**config.mk**
```make
export PLATFORM = sky130hd
export DESIGN_NAME = rail_sequencer
export DESIGN_NICKNAME = d
export VERILOG_FILES = /design/src/rtl/rail_sequencer.sv
export SDC_FILE = /design/constraint.sdc
export NUM_CORES = 1
export LEC_CHECK = 0
export ABC_AREA = 1
export BUFFER_PORTS_ARGS = -buffer_cell sky130_fd_sc_hd__buf_2
export CAP_MARGIN = 10
export CORE_MARGIN = 1
export CORE_UTILIZATION = 57
export CTS_CLUSTER_DIAMETER = 120
export CTS_CLUSTER_SIZE = 10
export DETAILED_ROUTE_END_ITERATION = 12
export MAX_ROUTING_LAYER = met4
export PLACE_DENSITY_LB_ADDON = 0.15
export SLEW_MARGIN = 20
export SYNTH_ARGS = -nofsm -noshare
export SYNTH_HDL_FRONTEND = slang
export SYNTH_SLANG_ARGS = --single-unit
```
**constraint.sdc**
```tcl
create_clock -name clk -period 3.9 [get_ports clk]
set_input_delay 0.39 -clock clk [delete_from_list [all_inputs] [get_ports clk]]
set_output_delay 0.39 -clock clk [all_outputs]
set_load 0.02 [all_outputs]
```
**src/rtl/rail_sequencer.sv**
```systemverilog
// Power-rail sequencer: enables rails in ascending order, disables them in descending
// order, with a shared down-counter for inter-rail delay and power-good timeout.
module rail_sequencer #(
  parameter int N_RAILS = 4,
  parameter int CNT_W   = 32
) (
  input  logic               clk,
  input  logic               reset,
  input  logic               pwr_req,
  input  logic [CNT_W-1:0]   seq_delay,
  input  logic [CNT_W-1:0]   pg_timeout,
  input  logic [N_RAILS-1:0] pg,
  input  logic               fault_clr,
  output logic [N_RAILS-1:0] rail_en,
  output logic               pwr_ok,
  output logic               busy,
  output logic               fault,
  output logic [2:0]         fault_rail,
  output logic [2:0]         state,
  output logic [CNT_W-1:0]   count
);

  typedef enum logic [2:0] {
    IDLE   = 3'd0,
    UP_DLY = 3'd1,
    UP_PG  = 3'd2,
    ON     = 3'd3,
    DN_DLY = 3'd4,
    FAULT  = 3'd5
  } state_t;

  localparam logic [2:0]         LAST_IDX = 3'(N_RAILS - 1);
  localparam logic [N_RAILS-1:0] ONE_HOT0 = N_RAILS'(1);

  state_t             state_reg;
  logic [N_RAILS-1:0] rail_en_reg;
  logic [2:0]         idx_reg;
  logic [2:0]         fault_rail_reg;
  logic [CNT_W-1:0]   count_reg;
  logic [CNT_W-1:0]   d_reg;
  logic [CNT_W-1:0]   t_reg;
  logic               pwr_ok_reg;
  logic               fault_reg;

  logic [N_RAILS-1:0] idx_onehot;
  logic [N_RAILS-1:0] mon_mask;
  logic [N_RAILS-1:0] mon_bad;
  logic               mon_hit;
  logic [2:0]         mon_idx;
  logic               pg_cur;
  logic               count_zero;
  logic               to_fault;
  logic [2:0]         fault_idx;

  // The rail awaiting power-good in UP_PG is not yet "established", so it is
  // left to the timeout path rather than the monitor.
  always_comb begin
    idx_onehot = ONE_HOT0 << idx_reg;
    pg_cur     = |(pg & idx_onehot);
    count_zero = (count_reg == '0);
    mon_mask   = rail_en_reg & ~((state_reg == UP_PG) ? idx_onehot : '0);
    mon_bad    = mon_mask & ~pg;
    mon_hit    = (state_reg inside {UP_DLY, UP_PG, ON, DN_DLY}) && (|mon_bad);
    mon_idx    = '0;
    for (int j = N_RAILS - 1; j >= 0; j--) begin
      if (mon_bad[j]) mon_idx = 3'(j);
    end
    to_fault   = mon_hit || ((state_reg == UP_PG) && !pg_cur && count_zero);
    fault_idx  = mon_hit ? mon_idx : idx_reg;
  end

  always_ff @(posedge clk or posedge reset) begin
    if (reset) begin
      state_reg      <= IDLE;
      rail_en_reg    <= '0;
      idx_reg        <= '0;
      fault_rail_reg <= '0;
      count_reg      <= '0;
      d_reg          <= '0;
      t_reg          <= '0;
      pwr_ok_reg     <= 1'b0;
      fault_reg      <= 1'b0;
    end else if (to_fault) begin
      state_reg      <= FAULT;
      rail_en_reg    <= '0;
      fault_reg      <= 1'b1;
      fault_rail_reg <= fault_idx;
      pwr_ok_reg     <= 1'b0;
    end else begin
      case (state_reg)
        IDLE: begin
          if (pwr_req) begin
            d_reg     <= seq_delay;
            t_reg     <= pg_timeout;
            idx_reg   <= '0;
            count_reg <= seq_delay;
            state_reg <= UP_DLY;
          end
        end
        UP_DLY: begin
          if (!pwr_req) begin
            count_reg <= d_reg;
            if (idx_reg == '0) begin
              state_reg <= IDLE;
            end else begin
              idx_reg   <= idx_reg - 3'd1;
              state_reg <= DN_DLY;
            end
          end else if (!count_zero) begin
            count_reg <= count_reg - 1'b1;
          end else begin
            rail_en_reg <= rail_en_reg | idx_onehot;
            count_reg   <= t_reg;
            state_reg   <= UP_PG;
          end
        end
        UP_PG: begin
          if (!pwr_req) begin
            count_reg <= d_reg;
            state_reg <= DN_DLY;
          end else if (pg_cur) begin
            if (idx_reg == LAST_IDX) begin
              pwr_ok_reg <= 1'b1;
              state_reg  <= ON;
            end else begin
              idx_reg   <= idx_reg + 3'd1;
              count_reg <= d_reg;
              state_reg <= UP_DLY;
            end
          end else begin
            count_reg <= count_reg - 1'b1;
          end
        end
        ON: begin
          if (!pwr_req) begin
            idx_reg    <= LAST_IDX;
            count_reg  <= d_reg;
            pwr_ok_reg <= 1'b0;
            state_reg  <= DN_DLY;
          end
        end
        DN_DLY: begin
          if (!count_zero) begin
            count_reg <= count_reg - 1'b1;
          end else begin
            rail_en_reg <= rail_en_reg & ~idx_onehot;
            if (idx_reg == '0) begin
              state_reg <= IDLE;
            end else begin
              idx_reg   <= idx_reg - 3'd1;
              count_reg <= d_reg;
            end
          end
        end
        FAULT: begin
          if (fault_clr && !pwr_req) begin
            fault_reg      <= 1'b0;
            fault_rail_reg <= '0;
            state_reg      <= IDLE;
          end
        end
        default: begin
          state_reg   <= IDLE;
          rail_en_reg <= '0;
        end
      endcase
    end
  end

  assign rail_en    = rail_en_reg;
  assign pwr_ok     = pwr_ok_reg;
  assign fault      = fault_reg;
  assign fault_rail = fault_rail_reg;
  assign state      = state_reg;
  assign count      = count_reg;
  assign busy       = (state_reg == UP_DLY) || (state_reg == UP_PG) || (state_reg == DN_DLY);

endmodule

```
==> results by group <==
STA
  • Final Skew: roughly 0.0081 ns
  • Hold Vio Cnt, Final: 0
  • RSZ-0062 raised after global routing: no
  • Max Slew Vio Count: 0
  • Fin crit share: 0.759
  • Final setup violation count: 0
  • Slew Limit Headroom: 0.393
  • Post-route setup slack: around 0.94 ns
  • Fmax: about 340 MHz
  • Worst Hold Margin: approximately 0.018 ns
  • Min Clock Period, post-route: about 3.0 ns
  • Fin Setup TNS: 0 ns
  • Least-Margin Pin Slew: 0.909 ns

Floorplanning
  • Die width: around 110 um
  • Die height: 113 um
  • Starting Density: 0.584
  • Die footprint: 0.0127 sq mm
  • IO Pins: approximately 120
  • Core footprint: approximately 0.012 sq mm
  • FP Rows: 40

Worst setup path
  • Crit path DAT: 3.27 ns
  • Crit start category: flip-flop
  • CP max FO: 25
  • Setup crit end kind: flip-flop
  • Setup CP Type: flip-flop to flip-flop
  • WP data required: around 4.2 ns

Clocking
  • Clk sink count: approximately 110
  • CTS Hold Bufs: 0
  • Clk slew on worst S/H paths: 0.08 ns
  • Max H-tree Level: 3
  • Skew-Pair Late Insertion Delay: about 0.37 ns
  • TritonCTS buffer count: 9
  • Post-CTS Repair Setup Buffers: 0
  • CTS tree: yes
  • CTS-repair resized insts: 0
  • Max Root-Sink Buffers: 2
  • Clock root buffer: clkbuf_16

Finish
  • Filler instances: about 1100
  • Reg area: between 0.002 and 0.003 sq mm
  • Final Non-Filler Cells: 1209
  • Nets: approximately 1100
  • Share of layout cells above drive strength 1: 0.209
  • Synthesis-to-finish area growth: 13.0%
  • Area of the multi-input gates: between 0.003 and 0.004 sq mm
  • Diodes inserted: 0

Synth
  • Post-Synth XOR/XNOR Area: 0.0263
  • Sequential cell area fraction in the yosys report: 0.398
  • Register bit total from synthesis: 111
  • Post-Synthesis Net Count: around 1000
  • Cell count after synthesis: between 900 and 1000
  • Post-synthesis simple-gate area fraction: 0.357
  • Number of synthesized flops with an enable pin: 0
  • Post-synthesis instance area: roughly 0.007 sq mm
  • Library cells used by synthesis: 36
  • Synth async-reset ratio: 1.00
  • Synth Warn #: 0
  • Primary FF master, synth: dfrtp_1
  • Syn Area/Cell: around 7.3 sq um
  • Largest family of logic cells by synthesized area: simple AND/OR/NAND/NOR gates
  • Synth Area in Compound Gates: 0.0453
  • Adder-cell share of the synthesized area: 0.00645
  • Multiplexer share of the synthesized area: 0.0790

Routing
  • Vias: between 6000 and 7000
  • Vias per cell: ~5.5
  • DRC viols: 0
  • Remaining antenna violation count: 0
  • Drt pass-1 iters: 5
  • Initial DRC Count: 591
  • DRT Wirelength: a little under 20 mm
  • WL/cell: roughly 16 um

Power
  • Worst vdd ir: 0.476 mV
  • Power per cell area: 909 mW/mm^2
  • Sw frac: 0.502
  • Comb power frac: 0.546
  • Clock power frac: 0.136
  • Cell internal pwr: between 0.003 and 0.004 W
  • Lkg Pwr: approximately 4.1 nW
  • Total net switching power: between 0.003 and 0.004 W
  • Reg power frac: 0.318

GRT
  • Global route overflow: 0
  • Number of global-route vias before repair: a little over 6000
  • GR Util All Layers: 0.340
  • Initial antenna violation count: 0
  • First-pass GRT wire length: between 30 and 40 mm
  • Largest net degree at the start of global routing: 42

Outcome
  • Status: complete, no violations

Place
  • Worst slack at placement: 1.00 ns
  • Placed cell count: between 1000 and 1500
  • Placer Congestion: between 0.9 and 1
  • Half-perimeter wire length after placement: between 10 and 15 mm
  • Number of port buffers: about 120

Job
  • Max Cap Viol: 0

Worst hold path
  • Hold Crit Class: input port to async pin
==> area by class of cell <==
cell class,instances,share of cell area
timing repair buffer,125,0.0821
sequential,111,0.352
multi-input combinational,712,0.456
tap,147,0.0233
clock inverter,5,0.00777
clock buffer,11,0.0320
inverter,98,0.0472
==> worst paths after layout <==
check | from | endpoint | slack, ns | depth (start not counted)
min | reset | t_reg[6] | 0.02 | 2
min in group clk | pg_timeout[10] | t_reg[10] | 0.25 | 2
max reg2reg | state[1] | count[19] | 0.94 | 12
min reg2reg | fault | fault | 0.47 | 2
max in group asynchronous | reset | count[31] | 2.98 | 3
max | state[1] | count[19] | 0.94 | 12
==> critical path, stage by stage (launching register included) <==
cell	delay, ns
dfrtp_1	0.49
inv_2	0.11
nand2_2	0.06
nor2_1	0.14
nand2_1	0.16
inv_1	0.57
o21ai_1	0.19
nand2_1	0.56
buf_4	0.31
nand2_1	0.08
nand3_1	0.08
nand2_1	0.07
nand2_1	0.08
==> cell usage after synthesis (2+ instances only) <==
| cell type | instances | area share |
|---|---|---|
| nor2_1 | 101 | 0.054 |
| buf_2 | 16 | 0.011 |
| nand3_1 | 71 | 0.051 |
| o21bai_1 | 4 | 0.0043 |
| nand2_2 | 8 | 0.0072 |
| nor2_2 | 5 | 0.0045 |
| nor2_4 | 2 | 0.0032 |
| inv_1 | 91 | 0.049 |
| nor3_1 | 19 | 0.014 |
| nand4_1 | 36 | 0.032 |
| nand2_4 | 2 | 0.0032 |
| ha_1 | 2 | 0.0036 |
| buf_1 | 3 | 0.0016 |
| nand2_1 | 330 | 0.18 |
| inv_2 | 6 | 0.0032 |
| buf_4 | 6 | 0.0065 |
| mux2_2 | 49 | 0.079 |
| xor2_1 | 15 | 0.019 |
| a21oi_1 | 11 | 0.0079 |
| o21ai_1 | 5 | 0.0036 |
| xnor2_1 | 6 | 0.0075 |
| dfrtp_1 | 111 | 0.40 |
| o21ai_0 | 36 | 0.026 |
| buf_6 | 7 | 0.011 |
| clkbuf_1 | 7 | 0.0038 |
==> cell usage in the layout (no fill, tap or decap), types with 2 or more instances in the layout <==
master,count
dfrtp_1,111
nand2_1,329
inv_6,2
nand3_1,71
a21oi_1,11
nand4_1,36
clkbuf_16,9
inv_2,6
buf_4,9
nor3_1,19
nor2_4,2
o21bai_1,4
o21ai_0,36
inv_1,90
xor2_1,15
clkinv_8,2
ha_1,2
o21ai_1,5
nand2_4,2
inv_4,2
clkbuf_8,2
buf_2,116
mux2_2,49
xnor2_1,6
nand2_2,9
nor2_2,5
nor2_1,101
==> power groups by stage <==
stage / Clock [W] / Combinational (W) / Sequential, W
after floorplan: 0 / 0.00280 / 0.00235
after global placement: 0 / 0.00384 / 0.00229
after detailed placement: 0 / 0.00388 / 0.00229
after CTS: 0.000987 / 0.00390 / 0.00227
after global routing: 0.00102 / 0.00442 / 0.00236
final: 0.000973 / 0.00391 / 0.00228
==> metal layers <==
metal,up-vias,wire length (um),GRT usage
li1,3254,-,-
met1,3054,8540,0.449
met2,235,8910,0.520
met3,53,1230,0.0648
met4,0,656,0.128
met5,-,0,-
==> cells by family after synthesis <==
logic type	Yosys count
xor+xnor	21
compound gates	59
fa+ha+maj	3
mux	49
flops	111
simple gates	580
buf+inv	137
==> metrics by stage <==
stage | cell area (sq um) | power (W) | util
after detailed placement | 7580 | 0.00618 | 0.633
after CTS | 7890 | 0.00716 | 0.660
after global routing | 7890 | 0.00781 | 0.660
final | 7890 | 0.00717 | 0.660
after global placement | 7580 | 0.00613 | 0.633
after floorplan | 6980 | 0.00514 | -
Note: power is estimated with default switching activity, not from simulation.
